### config.mk
export PLATFORM = sky130hd
export DESIGN_NAME = md_controller
export DESIGN_NICKNAME = d
export VERILOG_FILES = /design/src/rtl/md_pkg.sv /design/src/rtl/md_datapath.sv /design/src/rtl/md_controller.sv
export SDC_FILE = /design/constraint.sdc
export NUM_CORES = 1
export LEC_CHECK = 0
export CAP_MARGIN = 15
export CORE_UTILIZATION = 50
export DETAILED_ROUTE_END_ITERATION = 8
export PLACE_DENSITY = 0.78
export RECOVER_POWER = 50
export SYNTH_ARGS = -nofsm -noshare
export SYNTH_HDL_FRONTEND = slang
export SYNTH_SLANG_ARGS = --single-unit
### constraint.sdc
create_clock -name clock -period 3 [get_ports clock]
set_clock_uncertainty 0.05 [all_clocks]
set_input_delay 0.3 -clock clock [delete_from_list [all_inputs] [get_ports clock]]
set_output_delay 0.3 -clock clock [all_outputs]
set_load 0.005 [all_outputs]
### src/rtl/md_pkg.sv
// rtl/md_pkg.sv - shared states, op encoding and opcodes for the multiply/divide unit
package md_pkg;

    localparam int MD_WIDTH = 32;

    typedef enum logic [1:0] {
        IDLE = 2'd0,
        BUSY = 2'd1,
        DONE = 2'd2
    } md_state_e;

    typedef enum logic {
        OP_MULT = 1'b0,
        OP_DIV  = 1'b1
    } md_op_e;

    // ALU function codes that decode steers to this unit instead of the ALU
    localparam logic [5:0] ALU_FUNCT_MULT = 6'h18;
    localparam logic [5:0] ALU_FUNCT_DIV  = 6'h1A;

endpackage

### src/rtl/md_datapath.sv
// rtl/md_datapath.sv - shift-add multiplier / restoring divider on unsigned magnitudes; MD_DIVIDE_EN adds the divider
module md_datapath
    import md_pkg::*;
#(
    parameter int WIDTH = MD_WIDTH
) (
    input  logic             clock,
    input  logic             reset,
    input  logic             load,
    input  logic             step,
    input  md_op_e           op,
    input  logic [WIDTH-1:0] mag_a,
    input  logic [WIDTH-1:0] mag_b,
    input  logic             negative,
    output logic [WIDTH-1:0] magnitude,
    output logic             overflow
);

    // hi: product high half / partial remainder; lo: multiplier then product low half / dividend then quotient
    logic [WIDTH-1:0] hi, lo, operand;
    logic [WIDTH-1:0] hi_next, lo_next;
    logic [WIDTH:0]   sum;
`ifdef MD_DIVIDE_EN
    logic [WIDTH:0]   shifted, trial;
`endif

    // One iteration of the selected algorithm
    always_comb begin
        hi_next = hi;
        lo_next = lo;
        sum     = {1'b0, hi} + (lo[0] ? {1'b0, operand} : '0);
`ifdef MD_DIVIDE_EN
        shifted = {hi, lo[WIDTH-1]};
        trial   = shifted - {1'b0, operand};
`endif
        if (op == OP_MULT) begin
            hi_next = sum[WIDTH:1];
            lo_next = {sum[0], lo[WIDTH-1:1]};
        end
`ifdef MD_DIVIDE_EN
        else if (!trial[WIDTH]) begin
            // partial remainder stays below the divisor, so bit WIDTH of trial is a clean borrow flag
            hi_next = trial[WIDTH-1:0];
            lo_next = {lo[WIDTH-2:0], 1'b1};
        end else begin
            hi_next = shifted[WIDTH-1:0];
            lo_next = {lo[WIDTH-2:0], 1'b0};
        end
`endif
    end

    // Working registers: load operands, then iterate
    always_ff @(posedge clock) begin
        if (reset) begin
            hi      <= '0;
            lo      <= '0;
            operand <= '0;
        end else if (load) begin
            hi      <= '0;
            lo      <= (op == OP_MULT) ? mag_b : mag_a;
            operand <= (op == OP_MULT) ? mag_a : mag_b;
        end else if (step) begin
            hi      <= hi_next;
            lo      <= lo_next;
        end
    end

    assign magnitude = lo;
    // A negative product may reach exactly 2^(WIDTH-1) in magnitude; a positive one may not
    assign overflow  = (|hi) | (lo[WIDTH-1] & (~negative | (|lo[WIDTH-2:0])));

endmodule

### src/rtl/md_controller.sv
// rtl/md_controller.sv - multi-cycle signed mult/div sequencer with pipeline stall; MD_DIVIDE_EN enables divide
module md_controller
    import md_pkg::*;
#(
    parameter int WIDTH    = MD_WIDTH,
    parameter int REG_BITS = 5
) (
    input  logic                clock,
    input  logic                reset,
    input  logic                start_mult,
    input  logic                start_div,
    input  logic [WIDTH-1:0]    operand_a,
    input  logic [WIDTH-1:0]    operand_b,
    input  logic [REG_BITS-1:0] dest_reg,
    input  logic                result_ack,
    output logic                stall,
    output logic                busy,
    output logic                result_valid,
    output logic [WIDTH-1:0]    result,
    output logic [REG_BITS-1:0] result_reg,
    output logic                exception
);

    localparam int CW = $clog2(WIDTH) + 1;

    md_state_e        state, state_next;
    logic [CW-1:0]    count;
    md_op_e           op_q, dp_op;
    logic             neg_q, zero_q;
    logic             dp_load, dp_step, finish_zero, div_reject;
    logic [WIDTH-1:0] mag_a, mag_b, dp_mag;
    logic             dp_ovf;

    function automatic logic [WIDTH-1:0] abs_val(input logic [WIDTH-1:0] v);
        return v[WIDTH-1] ? -v : v;
    endfunction

    assign mag_a = abs_val(operand_a);
    assign mag_b = abs_val(operand_b);
    assign dp_op = (state == IDLE) ? (start_mult ? OP_MULT : OP_DIV) : op_q;

`ifdef MD_DIVIDE_EN
    assign div_reject = (operand_b == '0);
`else
    assign div_reject = 1'b1;
`endif

    // State register
    always_ff @(posedge clock) begin
        if (reset) state <= IDLE;
        else       state <= state_next;
    end

    // Next state, stall and datapath sequencing; multiply wins when both starts arrive together
    always_comb begin
        state_next  = state;
        stall       = 1'b0;
        dp_load     = 1'b0;
        dp_step     = 1'b0;
        finish_zero = 1'b0;
        case (state)
            IDLE: begin
                if (start_mult || start_div) begin
                    stall = 1'b1;
                    if (!start_mult && div_reject) begin
                        finish_zero = 1'b1;
                        state_next  = DONE;
                    end else begin
                        dp_load    = 1'b1;
                        state_next = BUSY;
                    end
                end
            end
            BUSY: begin
                stall   = 1'b1;
                dp_step = 1'b1;
                if (count == '0) state_next = DONE;
            end
            DONE: begin
                stall = ~result_ack;
                if (result_ack) state_next = IDLE;
            end
            default: state_next = IDLE;
        endcase
    end

    // Operation context: iteration count, op, result sign and destination register
    always_ff @(posedge clock) begin
        if (reset) begin
            count      <= '0;
            op_q       <= OP_MULT;
            neg_q      <= 1'b0;
            zero_q     <= 1'b0;
            result_reg <= '0;
        end else if (dp_load) begin
            count      <= CW'(WIDTH - 1);
            op_q       <= dp_op;
            neg_q      <= operand_a[WIDTH-1] ^ operand_b[WIDTH-1];
            zero_q     <= 1'b0;
            result_reg <= dest_reg;
        end else if (finish_zero) begin
            op_q       <= OP_DIV;
            neg_q      <= 1'b0;
            zero_q     <= 1'b1;
            result_reg <= dest_reg;
        end else if (dp_step && count != '0) begin
            count      <= count - CW'(1);
        end
    end

    md_datapath #(.WIDTH(WIDTH)) u_datapath (
        .clock     (clock),
        .reset     (reset),
        .load      (dp_load),
        .step      (dp_step),
        .op        (dp_op),
        .mag_a     (mag_a),
        .mag_b     (mag_b),
        .negative  (neg_q),
        .magnitude (dp_mag),
        .overflow  (dp_ovf)
    );

    // Datapath registers are frozen outside BUSY, so the corrected result is stable in DONE
    assign busy         = (state != IDLE);
    assign result_valid = (state == DONE);
    assign result       = zero_q ? '0 : (neg_q ? -dp_mag : dp_mag);
    assign exception    = zero_q | ((op_q == OP_MULT) & dp_ovf);

endmodule
==> results of run 1 <==
## report_power, final
group	total [mW]	internal (mW)	switching, mW	leakage (nW)
Sequential	1.78	1.63	0.146	0.919
Combinational	1.58	0.738	0.838	3.25
Clock	1.30	0.734	0.569	0.150
## per-layer routing
metal,vias up,global-route usage,part of all wire
li1,4317,-,-
met1,4012,0.434,0.47
met2,317,0.437,0.43
met3,44,0.0505,0.078
met4,0,0.0906,0.021
met5,-,0,0
## cell type report
cell class | instances | share of cell area
Multi-Input combinational cell | 910 | 0.558
Sequential cell | 112 | 0.210
Timing Repair Buffer | 207 | 0.169
Tap cell | 216 | 0.0253
Clock buffer | 11 | 0.0217
Inverter | 25 | 0.00877
Clock inverter | 5 | 0.00760
## cell families (layout without fill, tap and decap cells)
group | Yosys count | after routing | share of synthesized area
xor+xnor | 107 | 107 | 0.114
flops | 112 | 112 | 0.272
simple gates | 451 | 451 | 0.260
buf+inv | 90 | 248 | 0.0409
mux | 15 | 15 | 0.0182
compound gates | 300 | 300 | 0.239
fa+ha+maj | 37 | 37 | 0.0570
## what timing repair did
| item | in CTS | in global routing |
|---|---|---|
| setup buffers | 2 | 5 |
| pin swaps | 14 | 15 |
| setup endpoints to repair | 15 | 26 |
| hold endpoints to repair | 0 | 0 |
| gates resized for setup | 70 | 28 |
## final timing paths
kind / from / cells past startpoint / end
max: u_datapath.magnitude[20] / 9 / result[28]
min: reset / 2 / u_datapath.magnitude[29]
max reg2reg: u_datapath.magnitude[0] / 11 / u_datapath.hi[29]
min reg2reg: u_datapath.operand[26] / 2 / u_datapath.operand[26]
## cell usage in the layout (no fill, tap or decap), types with 9 or more instances in the layout
cell type / count
nand2b_1: 12
clkbuf_16: 9
ha_1: 36
buf_4: 83
dlygate4sd3_1: 11
o31ai_1: 21
clkdlybuf4s50_1: 85
nor4_1: 15
xnor2_1: 30
a21o_1: 12
a21oi_1: 70
or3_1: 14
dfxtp_1: 109
a311oi_1: 19
nand2_1: 154
nor3_1: 14
o41ai_1: 10
mux2i_1: 15
nand3_1: 19
a211oi_1: 29
nor2_1: 125
nand4_1: 11
o21ai_0: 63
and2_1: 38
inv_1: 25
xor2_1: 76
## through the flow
stage	setup slack, ns	TNS, ns	utilization	std cells
3_5_place_dp	-0.114	-0.572	0.631	1463
5_1_grt	-0.120	-0.573	0.669	1486
6_report	-0.0393	-0.103	0.669	1486
4_1_cts	-0.146	-0.468	0.660	1481
2_1_floorplan	0.00752	0	-	1112
3_3_place_gp	-0.0985	-0.311	0.631	1463
==> metrics, run 1 <==
FF+latch area 2250 um^2; global-route wire length before repair 39600 um; syn avg cell area 7.42 um^2; CTS tree yes; hold buffers post-CTS 0; DR pass1 iterations 5; Pwr Total 4.66 mW; Residual DRC 0; Worst Tran Pin Value 1.28 ns; CP peak stage delay 0.55 ns; routability cong. 0.959; Synth async-reset ratio 0; worst path arrival time 2.69 ns; H-tree lvl count 3; Worst Path Required 2.65 ns; Post-synth EDFFs 0; Post-Synthesis Cell Area 8260 um^2; worst setup margin -0.0393 ns; vias 8690; Distinct cells, synth 59; share of cells above drive strength 1 0.128; flops & latches, synth 112; clock sink count 112; num ports 115; Synth Flop Type dfxtp_1; share of Yosys cell area claimed by the top area cell type 0.272; gr usage total 0.296; Placed Area 10100 um^2; multi-input logic area 5970 um^2; most common cell in the netlist nand2_1; Iter 0 DRT Violations 726; total gr overflow 0; Final Instance Area 10700 um^2; n_diodes 0; FMAX 329 MHz; initial antenna violation count 0; die area 17000 um^2; WL final 24900 um; Detailed Place HPWL 18800 um; reg2reg setup slack 0.08 ns; Leakage 4.32 nW; final setup vio count 4; max-slew violation count 0; kind of cell adding the most delay to the critical path simple AND/OR/NAND/NOR gates; Cells after Synth 1112; WP buf/inv 2; outcome complete, but fails checks; Via-to-Cell Ratio 5.85; worst-path cell chain or4_4, nor4_4, nand2b_1, or3_4, buf_6, o21ai_4, xor2_2, nor2_1, buf_2; Post-synth top cells 155 x nand2_1, 125 x nor2_1, 112 x dfxtp_1; vias in the first global route 7773; post-route minimum period 3.04 ns; site row count 46; power per cell area 435 nW/um^2; Die Y 130 um; Port Buffer Count 114; Area growth syn-to-layout 29.6%; failing checks setup timing; cts bufs inserted 9; clk buf depth 2; RSZ-0062 raised after global routing yes; Syn. warnings 0; DRT antenna net count 0; crit path max fanout 3; Initial Utilization 0.516; clk_lat worst skew 0.36 ns; die width 130 um; sequential fraction of the synthesis area 0.272; core area 16000 um^2; Slew headroom 0.144; Min Hold Slack 0.190 ns; Startpoint Class flop; Layout Nets 1376; final period utilization 1.01; Clock transition at path regs 0.07 ns; crit end category output port; final hold violation count 0; Routed WL per cell 16.8 um; Synth area leaders dfxtp_1 27%, xor2_1 8.2%, nand2_1 7.0%, nor2_1 5.7%, ha_1 5.5%; Root Buffer clkbuf_16; max cap viols 0; fill count 1429; pin count of the biggest net entering global routing 60; worst hold path class input port to flop; Syn Nets 1223; slowest CP cell or4_4; maximum VDD drop 0.299 mV; critical path class flop to output port; top cell type by total area after synthesis dfxtp_1
No activity file was read; power rests on OpenSTA's default activity.
==> run 2, diff against run 1 <==
--- a/config.mk
+++ b/config.mk
@@ -10,6 +10,7 @@
 export DETAILED_ROUTE_END_ITERATION = 8
 export PLACE_DENSITY = 0.78
 export RECOVER_POWER = 50
+export SETUP_SLACK_MARGIN = 0.05
 export SYNTH_ARGS = -nofsm -noshare
 export SYNTH_HDL_FRONTEND = slang
 export SYNTH_SLANG_ARGS = --single-unit
==> run 2 against run 1 <==
- largest cell class unchanged
- critical path type unchanged
- the flow still finishes with violations (setup timing)
- clock power barely moved
- hold slack improved by 0.19 ns
- final cell count rose by 1.1%
- setup slack got worse by 0.015 ns
- core utilization rose by 0.63 points
- register-to-register slack improved by 0.05 ns
- routed wire length rose by 2.2%
- global-route usage rose by 0.36 points
- clock-buffer cell count fell by 1
==> metrics, run 2 (same netlist as run 1, synthesis figures left out) <==
Iter 0 DRT Violations 809 (+11%); crit path max fanout 3 (unchanged); Min Hold Slack 0.379 ns (+0.189 ns); Worst Tran Pin Value 1.24 ns (-0.0433 ns); Port Buffer Count 114 (unchanged); final setup vio count 3 (-1); power per cell area 435 nW/um^2 (-0.10%); die width 130 um (unchanged); routability cong. 0.947 (-1.3%); Via-to-Cell Ratio 5.90 (+0.97%); cts bufs inserted 9 (unchanged); Worst Path Required 2.65 ns (about the same); failing checks setup timing; n_diodes 0 (unchanged); CTS tree yes; die area 17000 um^2 (unchanged); initial antenna violation count 0 (unchanged); global-route wire length before repair 40100 um (+1.1%); most common cell after layout, fill and taps aside nand2_1; Area growth syn-to-layout 30.9%; DR pass1 iterations 7 (+2); Leakage 4.36 nW (+0.90%); clk buf depth 2 (unchanged); Detailed Place HPWL 19100 um (+1.7%); total gr overflow 0 (unchanged); vias in the first global route 8016 (+3.1%); WL final 25500 um (+2.2%); pin count of the biggest net entering global routing 65 (+8.3%); Initial Utilization 0.516 (unchanged); Residual DRC 0 (unchanged); CP peak stage delay 0.56 ns (about the same); slowest CP cell or4_4; crit end category output port; FMAX 327 MHz (-0.48%); outcome complete, but fails checks; maximum VDD drop 0.290 mV (-2.9%); most frequent cells in the layout 153 x nand2_1, 125 x nor2_1, 109 x dfxtp_1; RSZ-0062 raised after global routing yes; H-tree lvl count 3 (unchanged); final period utilization 1.02 (+0.00487); clk_lat worst skew 0.36 ns (about the same); worst setup margin -0.0539 ns (-0.0146 ns); Slew headroom 0.173 (+0.0289); critical path class flop to output port; gr usage total 0.299 (+0.00359); Clock transition at path regs 0.07 ns (about the same); site row count 46 (unchanged); Startpoint Class flop; worst-path cell chain or4_4, nor4_4, nand2b_1, or3_4, o41ai_2, xor2_1, nor2_1, buf_2; core area 16000 um^2 (unchanged); DRT antenna net count 0 (unchanged); Routed WL per cell 17.0 um (+1.1%); clock sink count 112 (unchanged); vias 8869 (+2.1%); max cap viols 0 (unchanged); final hold violation count 0 (unchanged); Root Buffer clkbuf_16; post-route minimum period 3.05 ns (+0.0146 ns); Die Y 130 um (unchanged); worst path arrival time 2.70 ns (about the same); worst hold path class input port to flop; Non-Filler Instances 1502 (+1.1%); num ports 115 (unchanged); share of cells above drive strength 1 0.145 (+0.0179); DP Cell Count 1475 (+0.82%); Layout Nets 1392 (+1.2%); max-slew violation count 0 (unchanged)
run 2: cell count changes in the layout (fill, tap and decap cells not counted), moves of 2 or more:
| cell | previous run | this run |
|---|---|---|
| o41ai_2 | 2 | 5 |
| a21oi_1 | 70 | 68 |
| dlymetal6s2s_1 | 3 | 0 |
| o41ai_4 | 4 | 1 |
| and2_1 | 38 | 36 |
| buf_4 | 83 | 98 |
| and2_4 | 0 | 2 |
| o21ai_1 | 2 | 4 |
| o21ai_0 | 63 | 61 |
| clkinv_4 | 1 | 3 |
| a21oi_2 | 3 | 5 |
run 2: power breakdown:
group | internal (mW) | leakage (nW) | switching (mW)
clock network | 0.737 | 0.153 | 0.558
logic | 0.761 | 3.28 | 0.865
registers | 1.63 | 0.919 | 0.144
total | 3.13 | 4.36 | 1.57
run 2: worst max-delay path: cells and delay by family, from the launching register on:
| kind | cells | cell delay [ns] |
|---|---|---|
| flops | 1 | 0.32 |
| buf+inv | 1 | 0.13 |
| compound gates | 1 | 0.23 |
| xor+xnor | 1 | 0.23 |
| simple gates | 5 | 1.43 |
run 2: metrics by stage:
| step | TNS, ns | setup slack [ns] | power, mW | util | cell area, um^2 |
|---|---|---|---|---|---|
| floorplan | 0 | 0.0798 | 2.56 | - | 8270 |
| global placement | -0.467 | -0.0949 | 3.30 | 0.636 | 10200 |
| detailed placement | -0.740 | -0.140 | 3.33 | 0.636 | 10200 |
| CTS | -0.320 | -0.153 | 4.63 | 0.663 | 10600 |
| global route | -0.528 | -0.138 | 4.93 | 0.675 | 10800 |
| finish | -0.126 | -0.0539 | 4.70 | 0.675 | 10800 |
run 2: cell type report:
type	count	area, um^2
clock inverters	6	93.8
inverters	25	93.8
well taps	216	270
repair buffers	223	1900
fillers	1362	5200
multi-input cells	910	5970
clock buffers	10	229
flip-flops and latches	112	2250
run 2: path summary, 6_finish.rpt:
path | start | slack [ns] | cells after the start | end
min | reset | 0.38 | 3 | u_datapath.hi[29]
max reg2reg | u_datapath.magnitude[0] | 0.13 | 10 | u_datapath.hi[30]
min reg2reg | u_datapath.operand[26] | 0.41 | 2 | u_datapath.operand[26]
max | u_datapath.magnitude[21] | -0.05 | 8 | result[30]
run 2: repair_timing:
| item | in CTS | in global routing |
|---|---|---|
| hold buffers | 0 | 0 |
| gates resized for setup | 77 | 32 |
| setup buffers | 2 | 9 |
| pin swaps | 21 | 15 |
| gates cloned | 0 | 0 |
| endpoints found under the setup margin | 18 | 30 |
run 2: per-layer routing:
metal  vias up  track usage  share of wire
li1       4342            -              -
met3        42       0.0485          0.068
met2       331        0.456           0.45
met5         -            0              0
met4         0        0.103          0.022
met1      4154        0.427           0.46
